## src/rtl/audio_dac_tx_if.sv

```systemverilog
// Sample write handshake between sound-effect players and the I2S DAC transmitter.
// The producer holds write high with write_d; a transfer happens on a cycle with write_ready high.
interface audio_dac_tx_if #(
  parameter int unsigned W = 24
) ();
  logic         write;
  logic [W-1:0] write_d;
  logic         write_ready;

  modport master (
    output write,
    output write_d,
    input  write_ready
  );

  modport slave (
    input  write,
    input  write_d,
    output write_ready
  );
endinterface

```

## src/rtl/audio_dac_tx.sv

```systemverilog
// I2S DAC transmitter: buffers producer samples in a FIFO and shifts them out on the codec's
// asynchronous BCLK/LRCK, playing each sample on both channels.
module audio_dac_tx #(
  parameter int unsigned W     = 24,
  parameter int unsigned DEPTH = 8
) (
  input  logic          clk,
  input  logic          reset,
  audio_dac_tx_if.slave wr,
  input  logic          aud_bclk,
  input  logic          aud_daclrck,
  output logic          aud_dacdat,
  output logic          underflow
);

  localparam int unsigned AW = (DEPTH > 1) ? $clog2(DEPTH) : 1;
  localparam int unsigned CW = (W > 1) ? $clog2(W) : 1;

  typedef enum logic [1:0] {StIdle, StDelay, StShift} state_e;

  // Codec clock synchronizers and edge history
  logic bclk_meta_q, bclk_meta_d, bclk_s_q, bclk_s_d, bclk_prev_q, bclk_prev_d;
  logic lrck_meta_q, lrck_meta_d, lrck_s_q, lrck_s_d, lrck_prev_q, lrck_prev_d;

  // FIFO storage
  logic [W-1:0]  mem_q [DEPTH];
  logic [W-1:0]  mem_d [DEPTH];
  logic [AW-1:0] wptr_q, wptr_d, rptr_q, rptr_d;
  logic [AW:0]   count_q, count_d;

  // Serializer
  state_e        state_q, state_d;
  logic [W-1:0]  shift_q, shift_d;
  logic [W-1:0]  hold_q, hold_d;
  logic [CW-1:0] cnt_q, cnt_d;
  logic          dacdat_q, dacdat_d;

  logic         bfall, lr_edge, left_edge;
  logic         empty, full, ready, push, pop;
  logic [W-1:0] head;

  assign bfall     = bclk_prev_q & ~bclk_s_q;
  assign lr_edge   = bfall & (lrck_s_q != lrck_prev_q);
  assign left_edge = lr_edge & ~lrck_s_q;

  assign empty = (count_q == '0);
  assign full  = (count_q == (AW + 1)'(DEPTH));
  assign ready = ~reset & ~full;
  assign push  = wr.write & ready;
  // No bypass: a sample pushed this cycle is not visible to a pop in the same cycle.
  assign pop   = left_edge & ~empty;
  assign head  = empty ? '0 : mem_q[rptr_q];

  assign wr.write_ready = ready;
  assign underflow      = ~reset & left_edge & empty;
  assign aud_dacdat     = dacdat_q;

  always_comb begin
    bclk_meta_d = aud_bclk;
    bclk_s_d    = bclk_meta_q;
    bclk_prev_d = bclk_s_q;
    lrck_meta_d = aud_daclrck;
    lrck_s_d    = lrck_meta_q;
    lrck_prev_d = bfall ? lrck_s_q : lrck_prev_q;

    mem_d   = mem_q;
    wptr_d  = wptr_q;
    rptr_d  = rptr_q;
    count_d = count_q + (AW + 1)'(push) - (AW + 1)'(pop);
    if (push) begin
      mem_d[wptr_q] = wr.write_d;
      wptr_d        = wptr_q + AW'(1);
    end
    if (pop) begin
      rptr_d = rptr_q + AW'(1);
    end

    state_d = state_q;
    shift_d = shift_q;
    hold_d  = hold_q;
    cnt_d   = cnt_q;
    unique case (state_q)
      StIdle: begin
      end
      StDelay: begin
        if (bfall) begin
          state_d = StShift;
          cnt_d   = CW'(W - 1);
        end
      end
      StShift: begin
        if (bfall) begin
          if (cnt_q == '0) begin
            state_d = StIdle;
          end else begin
            shift_d = shift_q << 1;
            cnt_d   = cnt_q - CW'(1);
          end
        end
      end
      default: state_d = StIdle;
    endcase

    // A new LR edge always wins, truncating any word still being shifted.
    if (lr_edge) begin
      state_d = StDelay;
      if (lrck_s_q) begin
        shift_d = hold_q;
      end else begin
        shift_d = head;
        hold_d  = head;
      end
    end

    dacdat_d = (state_d == StShift) ? shift_d[W-1] : 1'b0;
  end

  always_ff @(posedge clk) begin
    if (reset) begin
      bclk_meta_q <= 1'b0;
      bclk_s_q    <= 1'b0;
      bclk_prev_q <= 1'b0;
      lrck_meta_q <= 1'b0;
      lrck_s_q    <= 1'b0;
      lrck_prev_q <= 1'b0;
      mem_q       <= '{default: '0};
      wptr_q      <= '0;
      rptr_q      <= '0;
      count_q     <= '0;
      state_q     <= StIdle;
      shift_q     <= '0;
      hold_q      <= '0;
      cnt_q       <= '0;
      dacdat_q    <= 1'b0;
    end else begin
      bclk_meta_q <= bclk_meta_d;
      bclk_s_q    <= bclk_s_d;
      bclk_prev_q <= bclk_prev_d;
      lrck_meta_q <= lrck_meta_d;
      lrck_s_q    <= lrck_s_d;
      lrck_prev_q <= lrck_prev_d;
      mem_q       <= mem_d;
      wptr_q      <= wptr_d;
      rptr_q      <= rptr_d;
      count_q     <= count_d;
      state_q     <= state_d;
      shift_q     <= shift_d;
      hold_q      <= hold_d;
      cnt_q       <= cnt_d;
      dacdat_q    <= dacdat_d;
    end
  end

endmodule

```

## src/flat_wrapper.sv

```systemverilog
// flat-port wrapper written by rule: the top's interface ports become plain ports
module audio_dac_tx_flat 
#(
  parameter int unsigned W     = 24,
  parameter int unsigned DEPTH = 8
)
  (clk, reset, aud_bclk, aud_daclrck, aud_dacdat, underflow, wr_write, wr_write_d, wr_write_ready);
  audio_dac_tx_if #(.W(W)) wr_i ();
  input  logic clk;
  input  logic reset;
  input  logic aud_bclk;
  input  logic aud_daclrck;
  output logic aud_dacdat;
  output logic underflow;
  input wire logic [$bits(wr_i.write)-1:0] wr_write;
  input wire logic [$bits(wr_i.write_d)-1:0] wr_write_d;
  output wire logic [$bits(wr_i.write_ready)-1:0] wr_write_ready;
  assign wr_i.write = wr_write;
  assign wr_i.write_d = wr_write_d;
  assign wr_write_ready = wr_i.write_ready;
  audio_dac_tx #(.W(W), .DEPTH(DEPTH)) u_core (.clk(clk), .reset(reset), .wr(wr_i), .aud_bclk(aud_bclk), .aud_daclrck(aud_daclrck), .aud_dacdat(aud_dacdat), .underflow(underflow));
endmodule
```

## config.mk

```make
export PLATFORM = sky130hd
export DESIGN_NAME = audio_dac_tx_flat
export DESIGN_NICKNAME = d
export VERILOG_FILES = /design/src/rtl/audio_dac_tx_if.sv /design/src/rtl/audio_dac_tx.sv /design/src/flat_wrapper.sv
export SDC_FILE = /design/constraint.sdc
export NUM_CORES = 1
export LEC_CHECK = 0
export ABC_AREA = 1
export CAP_MARGIN = 5
export CORE_UTILIZATION = 62
export CTS_CLUSTER_SIZE = 10
export DETAILED_ROUTE_END_ITERATION = 8
export GPL_TIMING_DRIVEN = 1
export PLACE_DENSITY = 0.84
export SLEW_MARGIN = 5
export SYNTH_ARGS = -nofsm -noshare
export SYNTH_HDL_FRONTEND = slang
export SYNTH_SLANG_ARGS = --single-unit
```

## constraint.sdc

```tcl
create_clock -name clk -period 2.9 [get_ports clk]
set_clock_uncertainty 0.05 [all_clocks]
set_input_delay 0.58 -clock clk [delete_from_list [all_inputs] [get_ports clk]]
set_output_delay 0.58 -clock clk [all_outputs]
set_load 0.02 [all_outputs]
```

**Word level (Yosys, flattened, before mapping)**

Index checks and enable logic that the tools add are counted.

- $add $sub $neg: 5
- $mul: 0
- Divide/modulo/power cells: 0
- $lt $le $gt $ge: 3
- Eq/ne operators: 9
- Shift operators: 0
- Multiplexer cells: 21
- Bitwise operators: 16
- Reductions and logical operators: 10

Operators by type and width:

| kind | count |
|---|---|
| 2-to-1 mux 24 bit | 9 |
| bitwise mux 192 bit | 1 |
| binary-select mux 24 bit (select 3 bit) | 1 |
| demux 24 bit (select 3 bit) | 1 |
| 2-to-1 mux 5 bit | 3 |
| one-hot mux 5 bit (2 select lines) | 1 |
| AND 1 bit | 8 |
| greater-or-equal comparator 4 bit (second input constant) | 2 |
| 2-to-1 mux 2 bit | 4 |
| inverter 3 -> 4 bit | 2 |
| adder 3 x 1 -> 3 bit (second input constant) | 2 |
| != test 2 x 1 -> 1 bit (second input constant) | 3 |
| inverter 1 bit | 6 |
| one-hot mux 2 bit (3 select lines) | 1 |
| nonzero test 2 bit | 3 |
| zero test 5 bit | 1 |
| subtractor 5 x 1 -> 5 bit (second input constant) | 1 |
| adder 4 x 1 -> 4 bit | 1 |
| == test 2 bit (second input constant) | 2 |
| == test 4 bit (second input constant) | 1 |
| zero test 4 bit | 1 |
| < comparator 4 x 1 -> 1 bit (second input constant) | 1 |
| AND reduction 4 bit | 1 |
| subtractor 4 x 1 -> 4 bit | 1 |
| other kinds (7) | 7 |

- Register bits: 264
- Latch bits: 0
- Memory bits (writable): 0
- ROM bits: 0
- Bits of input ports: 29
- Output and inout port bits: 3
- Word-level logic and storage cells: 87
- Memories: 0

**Depth between registers and ports, before layout**

- Word-level depth: 8
- Gate-level depth with buffers: 12

**Least setup slack after synthesis**

OpenSTA, ideal clock, no wires.

- Kind: register -> register
- Start point: register u_core.count_q[2]
- End point: register u_core.count_q[2]
- Arrival: 2107 ps
- Required time: 2722 ps
- Setup slack: 615 ps
- Cell stages (with the launch flop): 13
- Buffers on the path: 2
- Cells stage by stage: dfxtp_1 -> inv_1 -> ha_1 -> a31oi_4 -> nand2_4 -> inv_6 -> buf_12 -> buf_6 -> ha_1 -> inv_1 -> fa_1 -> xor2_1 -> nor2_1

- Longest elaborated chain between the ends: 6

Ends and longest elaborated chain:

| item | line | RTL |
|---|---|---|
| start, declared | audio_dac_tx.sv:29 | `logic [AW:0] count_q, count_d;` |
| start signal, assigned | audio_dac_tx.sv:145 | `count_q <= count_d;` |
| == test 4 bit | audio_dac_tx.sv:47 | `assign full = (count_q == (AW + 1)'(DEPTH));` |
| inverter 1 bit | audio_dac_tx.sv:48 | `assign ready = ~reset & ~full;` |
| AND 1 bit | audio_dac_tx.sv:48 |  |
| net wr_write_ready | flat_wrapper.sv:17 | `output wire logic [$bits(wr_i.write_ready)-1:0] wr_write_ready;` |
| AND 1 bit | audio_dac_tx.sv:49 | `assign push = wr.write & ready;` |
| net u_core.push | audio_dac_tx.sv:39 | `logic empty, full, ready, push, pop;` |
| adder 4 x 1 -> 4 bit | audio_dac_tx.sv:69 | `count_d = count_q + (AW + 1)'(push) - (AW + 1)'(pop);` |
| subtractor 4 x 1 -> 4 bit | audio_dac_tx.sv:69 |  |

The timed path passes the listed nets, and every way through them passes these cells.
A chain may end at the register's enable or synchronous reset.

**Worst setup path in the final report**

- Start point: register u_core.count_q[2]
- End point: output underflow

- Longest elaborated chain between the ends: 2

Ends and longest elaborated chain:

| item | line | RTL |
|---|---|---|
| zero test 4 bit | audio_dac_tx.sv:46 | `assign empty = (count_q == '0);` |
| AND 1 bit | audio_dac_tx.sv:55 | `assign underflow = ~reset & left_edge & empty;` |
| end, declared | flat_wrapper.sv:14 | `output logic underflow;` |

No other way between the ends.

==> results.yml <==
route:
  dr.pass1.iters: 6
  drtIter0Drc: 1547
  postRouteAntennaNets: 0
  remaining_drc_errors: 0
  wirelength_um: 31800
  vias_per_cell: 5.90
  detail_route.wl_per_cell_um: 17.1
  vias: 11000
global_route:
  antenna_found_initial: 0
  grt_pass1_wl_um: 51500
  grt_pass1_vias: 10100
  grtUsageTotal_pct: 32.6
  gr-total-overflow: 0
  grt_max_degree: 179
floorplanning:
  die_y_um: 140
  core_um2: 18600
  ioPinCount: 32
  chipWidth_um: 140
  die_area_um2: 19600
  std_cell_rows: 50
  start_util_pct: 63.2
worst_setup_path:
  worstSetupEndpoint: "underflow"
  cp-start-kind: "flop"
  cp-end-kind: "primary output"
  worst-path-max-fanout: 4
  r2r_setup_slack_ns: 0.54
  ff2ff_path_depth: 12
  cp.required_ns: 2.27
  crit_start: "u_core.count_q[2]"
  regToRegEndpoint: "u_core.count_q[2]"
  path_class: "reg2out"
  cp.arrival_ns: 2.15
  timing.rr.start: "u_core.bclk_prev_d"
sta:
  min_period_ns: 2.78
  setup_viol: 0
  fin_ws_ns: 0.118
  slew_violations: 0
  hold_viol_final: 0
  relSlewSlack_pct: 47.4
  timing.final.crit_share_pct: 95.9
  rsz0062_at_grt: "no"
  fin_tns_setup_ns: 0
  max_freq_mhz: 359
  tightest_slew_ns: 0.783
placement:
  place_area_um2: 11900
  port_buffers: 31
  dp_hpwl_um: 17900
  dp_slack_ns: 0.406
  place_congestion: 0.816
clock_network:
  postCtsSetupBuffers: 0
  tritoncts: "built"
  cts_buffer_depth: 3
  clk_pin_slew_ns: 0.06
  cts_sinks: 264
  htreeDepth: 1
  cts_buffers: 30
  cts-root-buf: "clkbuf_16"
  clock_latency_ns: 0.54
min_path:
  hp-start: "reset"
  hold_class: "in2reg"
synthesis:
  syn_inst: 1663
  syn_nets: 1703
  syn_avg_cell_area_um2: 7.09
  yosys_warnings: 0
  yosysUniqueCellTypes: 37
  synth.cell_area_um2: 11800
  synth_seq_area_share_pct: 44.8
  ys_ff_latch: 264
power_and_ir_drop:
  leakagePower_nw: 4.98
  finalPower_mw: 7.75
  power.density_nw_per_um2: 609
  ir_worst_vdd_mv: 0.532
layout:
  drive_gt1_share_pct: 4.97
  fill_cells: 1575
  num-nets-final: 1667
  design_area_um2: 12700
  area_growth_pct: 7.93
  diodes: 0
status:
  status: "finished, final reports clean"
job:
  drv_cap: 0
==> layout make-up <==
type | count | area, um^2 | share of cell area [%]
multi-input cells | 1212 | 5540 | 43.6
flip-flops and latches | 264 | 5290 | 41.6
clock buffers | 36 | 805 | 6.32
repair buffers | 52 | 526 | 4.13
well taps | 234 | 293 | 2.30
inverters | 67 | 269 | 2.11
==> sequential cells by signal, summed over array words and instances, names as in the netlist <==
name and cells:
u_core.mem_q 192, u_core.hold_q 24, u_core.shift_q 24, u_core.cnt_q 5
u_core.count_q 4, u_core.rptr_q 3, u_core.wptr_q 3, u_core.state_q 2
u_core.aud_dacdat 1, u_core.bclk_meta_q 1, u_core.bclk_prev_d 1, u_core.bclk_prev_q 1
u_core.lrck_meta_q 1, u_core.lrck_prev_q 1, u_core.lrck_s_q 1
==> cell usage after synthesis (all sizes together) <==
cell | instances | share of area, %
a21oi | 59 | 2.5
or2 | 1 | 0.053
o21ai | 271 | 12
fa | 1 | 0.17
nand4 | 24 | 1.3
xor2 | 3 | 0.29
nand2 | 227 | 7.6
and3 | 2 | 0.11
nand3b | 1 | 0.064
nand3 | 59 | 2.6
o211ai | 46 | 2.9
clkbuf | 56 | 1.8
dfxtp | 264 | 45
a31oi | 4 | 0.34
nor3 | 25 | 1.1
nor3b | 2 | 0.13
inv | 66 | 2.2
clkinv | 1 | 0.032
nor2 | 477 | 15
ha | 10 | 1.1
buf | 64 | 4.1
==> layout by cell type (no fill, tap or decap), drive strengths merged <==
cell type        n
and3             2
nor3            25
nor2           477
nand4           24
ha              10
a21oi           59
nand3b           1
or2              1
nor3b            2
nand2          227
o21ai          271
a31oi            4
o211ai          46
clkbuf          36
dfxtp          264
nand3           59
inv             66
clkinv           1
fa               1
clkdlybuf4s50   30
buf             22
xor2             3
==> cell families after synthesis <==
| group | after synthesis | share of synthesized area [%] |
|---|---|---|
| simple gates | 818 | 28.2 |
| buf+inv | 187 | 8.18 |
| compound gates | 380 | 17.3 |
| flops | 264 | 44.8 |
| xor+xnor | 3 | 0.287 |
| fa+ha+maj | 11 | 1.23 |
==> worst min path at each step <==
stage	cells after the start	slack [ns]	to
2_1_floorplan	2	0.34	u_core.bclk_prev_d
3_3_place_gp	2	0.35	u_core.bclk_prev_d
3_5_place_dp	2	0.36	u_core.bclk_prev_d
4_1_cts	2	0.23	u_core.count_q[0]
5_1_grt	2	0.25	u_core.count_q[0]
6_report	2	0.24	u_core.count_q[0]
==> what timing repair did <==
action / in CTS / in global routing
gates resized for setup: 1 / 0
hold buffers: 0 / 0
endpoints found under the setup margin: 1 / 0
==> metrics by stage <==
step / utilization [%] / hold slack [ns] / cells
floorplan: - / 0.338 / 1663
global placement: 63.9 / 0.345 / 1829
detailed placement: 63.9 / 0.356 / 1829
CTS: 68.2 / 0.230 / 1865
global route: 68.2 / 0.247 / 1865
finish: 68.2 / 0.244 / 1865
==> critical path: stages (launching register included) <==
cell and delay [ns]:
dfxtp_1 0.30, inv_1 0.09, ha_1 0.15, nor3b_2 0.25, nand2_1 0.08, nor2_1 0.12, clkdlybuf4s50_1 0.62
==> layer usage <==
metal / wire length (um) / vias to the layer above / share of wire [%] / track usage [%]
met2: 14800 / 518 / 47 / 53.1
li1: - / 5344 / - / -
met5: 0 / - / 0 / 0
met3: 2600 / 90 / 8.1 / 4.16
met1: 13000 / 5055 / 41 / 42.9
met4: 1470 / 0 / 4.6 / 15.6
==> report_power, final <==
group / internal, mW / total [mW] / switching, mW
clock network: 1.90 / 3.27 / 1.37
registers: 3.72 / 3.77 / 0.0484
logic: 0.221 / 0.710 / 0.489
total: 5.84 / 7.75 / 1.91
(Power assumes the default switching activity.)
